--- config.mk ---
export PLATFORM = sky130hd
export DESIGN_NAME = seq_mag_comp
export DESIGN_NICKNAME = d
export VERILOG_FILES = /design/src/rtl/seq_mag_comp.sv
export SDC_FILE = /design/constraint.sdc
export NUM_CORES = 1
export LEC_CHECK = 0
export BUFFER_PORTS_ARGS = -buffer_cell sky130_fd_sc_hd__buf_2
export CAP_MARGIN = 20
export CORE_MARGIN = 10
export CORE_UTILIZATION = 41
export DETAILED_ROUTE_END_ITERATION = 16
export PLACE_DENSITY_LB_ADDON = 0.05
export RECOVER_POWER = 50
export SYNTH_ARGS = -nofsm -noshare
export SYNTH_HDL_FRONTEND = slang
export SYNTH_SLANG_ARGS = --single-unit
export TNS_END_PERCENT = 5
--- constraint.sdc ---
create_clock -name clk -period 2.1 [get_ports clk]
set_clock_uncertainty 0.05 [all_clocks]
set_input_delay 0.42 -clock clk [delete_from_list [all_inputs] [get_ports clk]]
set_output_delay 0.42 -clock clk [all_outputs]
set_load 0.1 [all_outputs]
--- src/rtl/seq_mag_comp.sv ---
// Multi-cycle MSB-first magnitude comparator: DIGIT bits per clock, early exit on the first
// differing digit, signed operands handled by flipping the MSB into offset-binary at latch time.
module seq_mag_comp #(
    parameter int WIDTH = 8,
    parameter int DIGIT = 2
) (
    input  logic             clk,
    input  logic             rst_n,
    input  logic             start,
    input  logic             signed_mode,
    input  logic [WIDTH-1:0] A,
    input  logic [WIDTH-1:0] B,
    output logic             busy,
    output logic             done,
    output logic             L,
    output logic             E,
    output logic             G
);
    localparam int N  = WIDTH / DIGIT;
    localparam int KW = (N > 1) ? $clog2(N) : 1;

    if (WIDTH % DIGIT != 0) begin : g_bad_digit
        $error("seq_mag_comp: WIDTH must be a multiple of DIGIT");
    end
    if (WIDTH < 2) begin : g_bad_width
        $error("seq_mag_comp: WIDTH must be at least 2");
    end

    typedef enum logic {IDLE, RUN} state_t;

    state_t           state_q, state_d;
    logic [WIDTH-1:0] a_q, a_d, b_q, b_d;
    logic [KW-1:0]    k_q, k_d;
    logic             busy_q, busy_d, done_q, done_d;
    logic             l_q, l_d, e_q, e_d, g_q, g_d;

    logic [WIDTH-1:0] a_sh, b_sh;
    logic [DIGIT-1:0] da, db;
    logic [WIDTH-1:0] msb_flip;

    assign a_sh     = a_q >> (k_q * DIGIT);
    assign b_sh     = b_q >> (k_q * DIGIT);
    assign da       = a_sh[DIGIT-1:0];
    assign db       = b_sh[DIGIT-1:0];
    assign msb_flip = {signed_mode, {(WIDTH-1){1'b0}}};

    always_ff @(posedge clk or negedge rst_n) begin
        if (!rst_n) begin
            state_q <= IDLE;
            a_q     <= '0;
            b_q     <= '0;
            k_q     <= '0;
            busy_q  <= 1'b0;
            done_q  <= 1'b0;
            l_q     <= 1'b0;
            e_q     <= 1'b0;
            g_q     <= 1'b0;
        end else begin
            state_q <= state_d;
            a_q     <= a_d;
            b_q     <= b_d;
            k_q     <= k_d;
            busy_q  <= busy_d;
            done_q  <= done_d;
            l_q     <= l_d;
            e_q     <= e_d;
            g_q     <= g_d;
        end
    end

    always_comb begin
        state_d = state_q;
        a_d     = a_q;
        b_d     = b_q;
        k_d     = k_q;
        busy_d  = busy_q;
        done_d  = 1'b0;
        l_d     = l_q;
        e_d     = e_q;
        g_d     = g_q;
        unique case (state_q)
            IDLE: begin
                if (start) begin
                    // Offset-binary: flipping the sign bit makes signed order match unsigned order.
                    a_d     = A ^ msb_flip;
                    b_d     = B ^ msb_flip;
                    k_d     = KW'(N - 1);
                    busy_d  = 1'b1;
                    l_d     = 1'b0;
                    e_d     = 1'b0;
                    g_d     = 1'b0;
                    state_d = RUN;
                end
            end
            RUN: begin
                if (da != db) begin
                    l_d     = (da < db);
                    g_d     = (da > db);
                    done_d  = 1'b1;
                    busy_d  = 1'b0;
                    state_d = IDLE;
                end else if (k_q == '0) begin
                    e_d     = 1'b1;
                    done_d  = 1'b1;
                    busy_d  = 1'b0;
                    state_d = IDLE;
                end else begin
                    k_d = k_q - KW'(1);
                end
            end
            default: state_d = IDLE;
        endcase
    end

    assign busy = busy_q;
    assign done = done_q;
    assign L    = l_q;
    assign E    = e_q;
    assign G    = g_q;
endmodule
==> results <==
- Counting every sink on the clock net gives 24.
- The floorplan die area is 5350 sq um.
- The count of antenna diodes in the layout is 0.
- The cell area that synthesis handed to floorplanning was 1160 sq um.
- The number of standard-cell rows in the floorplan is 19.
- Setup violations remaining at the end of the flow were counted as 0.
- The setup slack of the critical path after layout is 0.0606 ns.
- Detailed routing inserted a total of 712 vias.
- Buffers inserted during clock tree synthesis total 3.
- The count of placed standard cells including taps is 139.
- The count of port buffers added during placement is 24.
- The number of DRC violations after detailed-routing iteration 0 is 11.
- The placeable core region is 2730 sq um.
- The register bit total from synthesis is 24.
- For this run, design rule violations remaining after detail routing come to 0.
- The number of buffers added for setup after CTS is 0.
- The wire length of the first global-routing pass is 3650 um.
- The total number of yosys warnings is 0.
- The largest registers in the layout are a_q (8), b_q (8), k_q (2).
- Before antenna repair, the detailed router went through 2 iterations.
- The overall power after layout is 2.45 mW.
- The final cell count without fillers is 143.
- The die is 73.2 um wide.
- For the worst-skew pair, the clock arrives at the later sink with an insertion delay of 0.32 ns.
- The worst hold path belongs to the class in2reg.
- In the post-synthesis netlist, the biggest area contributors are dfrtp_1 52%, mux2_2 9.7%, mux4_2 7.8%.
- The data required time of the critical path is 2.29 ns.
- The final critical path time including I/O delays and setup is 2.04 ns.
- The net count after synthesis is 106.
- The critical path goes through mux4_2, inv_2, ha_4, and3b_2, mux2_4, a22oi_2.
- Timing would allow up to 490 MHz.
- The sum of net half-perimeters after detailed placement is 1560 um.
- The share of final-layout standard cells stronger than drive strength 1 is 54.5%.
- The all-layer global routing usage is 8.67%.
- Setup repair after global routing could not meet its margin everywhere.
- Among all cell types in the netlist, the one instantiated most often is dfrtp_1.
- The run finished with clean final reports.
- The start point of the worst hold path is B[4].
- The die is 73.2 um tall.
- The maximum clock path buffer count is 2.
- The clock root buffer is clkbuf_4.
- The tool flagged a number of max-cap violations equal to 0.
- The cell family contributing the most delay on the critical path is multiplexers.
- The last weighted congestion value of the routability-driven placer is 0.744.
- Data arrives at the worst endpoint at 2.23 ns.
- In this run the power density over the cells is 1770 nW/um^2.
- The number of ports placed on the die boundary is 25.
- The clock slew at the register clock pins of the worst setup and hold paths is 0.13 ns.
- The average footprint of a synthesized cell is 14.0 sq um.
- STA classifies the critical path startpoint as a flop.
- The final net count is 136.
- The transition at the pin with the smallest max-transition slack is 1.26 ns.
- Counting distinct cell types in the post-synthesis netlist gives 27.
- Of all nets on the critical path, the largest fanout is 5.
- The number of instances in the synthesized netlist is 83.
- The critical path is of the reg2reg type.
- Cells fill 50.5% of the core in the end.
- The leakage power summed over all cells is 0.659 nW.
- By count the netlist is led by 24 x dfrtp_1, 10 x mux2_2, 7 x inv_1.
- After detailed routing, the average wire length per cell comes to 14.8 um.
- The number of pins with negative max-slew slack in the final report is 0.
- The share of flip-flops with an asynchronous set or reset after synthesis is 100%.
- The area growth from synthesis to layout is 19.1%.
- The number of antenna-violating nets in the routed design is 0.
- In this run the number of H-tree levels came out at 1.
- Timing analysis after detailed placement gives a worst setup slack of -0.0445 ns.
- The via count of the first global-routing pass is 812.
- The post-detailed-routing wire length is 2110 um.
- The synthesized design devotes to its leading area cell type 51.8% of total area.
- Summed over all layers, the global routing overflow is 0.
- For this run, the slowest stage of the critical path takes 0.54 ns.
- The largest net degree at the start of global routing is 25.
- TritonCTS built the clock tree.
- The type of element capturing the critical path is a flop.
- The critical path starts at k_q[0]$_DFFE_PN0P_.
- Among all stages on the critical path, the largest delay is contributed by mux4_2.
- The main flop type after synthesis is dfrtp_1.
- The number of enable-type register cells in the synthesized netlist is 0.
- The startpoint identified for the worst register-to-register timing path is k_q[0]$_DFFE_PN0P_.
- Headroom to the max-slew limit came out at 15.9%.
- The worst-case IR drop observed on VDD is 0.00105 V.
- The initial standard-cell utilization of the core is 42.4%.
- The largest area contributor in the netlist is dfrtp_1.
- The number of antenna violations at the first check in global routing is 0.
- The via density per instance is 4.98.
- The final number of hold-violating endpoints came to 0.
- The part of the cycle the worst path needs is 97.1%.
- The fraction of the yosys area taken by sequential cells is 51.8%.
- The critical path buffer and inverter count is 1.
## path summary, 6_finish.rpt
kind / to / slack [ns] / cells after the start
setup / recovery: k_q[1]$_DFFE_PN0P_ / 0.06 / 6
hold / removal: b_q[4]$_DFFE_PN0P_ / 0.27 / 2
setup reg to reg: k_q[1]$_DFFE_PN0P_ / 0.06 / 6
hold reg to reg: b_q[4]$_DFFE_PN0P_ / 0.48 / 1
max in group asynchronous: k_q[0]$_DFFE_PN0P_ / 0.88 / 1
min in group asynchronous: L$_DFFE_PN0P_ / 0.29 / 1
## final cells by class
type | count | area (sq um)
Multi-Input combinational cell | 48 | 520
Inverter | 7 | 26.3
Clock buffer | 4 | 36.3
Sequential cell | 24 | 602
Timing Repair Buffer | 29 | 156
Fill cell | 239 | 1350
Tap cell | 31 | 38.8
## cells in the final DEF (no fill, tap or decap), types with 2 or more instances in the layout
cell and count:
mux2_4 6, inv_1 5, buf_4 5, dfrtp_1 23, nor2_1 5, mux2_2 9, a21oi_1 3, buf_2 23
clkbuf_4 3, xnor2_1 2, mux4_2 4, ha_4 2, inv_2 2
## report_power, final
group	switching, mW	internal, mW	total [mW]
registers	0.154	0.668	0.823
clock network	0.135	0.106	0.241
logic	0.694	0.688	1.38
total	0.984	1.46	2.45
## worst reg2reg max path: stages, from the launching register on
cell,delay (ns)
dfrtp_2,0.46
mux4_2,0.54
inv_2,0.09
ha_4,0.20
and3b_2,0.21
mux2_4,0.30
a22oi_2,0.11
## stage by stage
step / cell area, sq um / hold slack (ns) / setup TNS, ns
4_1_cts: 1340 / 0.0145 / 0
2_1_floorplan: 1160 / 0.0744 / 0
3_5_place_dp: 1300 / 0.386 / -0.0963
5_1_grt: 1380 / 0.247 / -0.0503
3_3_place_gp: 1300 / 0.383 / -0.0166
6_report: 1380 / 0.270 / 0
## what timing repair did
| item | CTS | global route |
|---|---|---|
| setup endpoints to repair | 5 | 5 |
| resized for setup | 1 | 9 |
| pin swaps | 0 | 2 |
| hold buffers | 0 | 0 |
## cells by family (layout without fill, tap and decap cells)
kind of cell / after synthesis / count (layout) / share of synthesized area [%]
XOR/XNOR: 2 / 2 / 1.51
AND/OR/NAND/NOR: 13 / 13 / 6.26
multiplexers: 20 / 20 / 24.8
buffers and inverters: 11 / 40 / 6.70
flip-flops: 24 / 24 / 51.8
adder cells (fa/ha/maj): 3 / 3 / 3.24
AO/OA/AOI/OAI: 10 / 10 / 5.62
## per-layer routing
layer	GRT usage (%)	vias to the layer above	part of all wire (%)
met4	2.53	0	1.2
met2	13.3	19	46
met3	4.76	5	7.4
met1	10.1	340	46
li1	-	348	-
met5	0	-	0
Note: power is estimated with default switching activity, not from simulation.
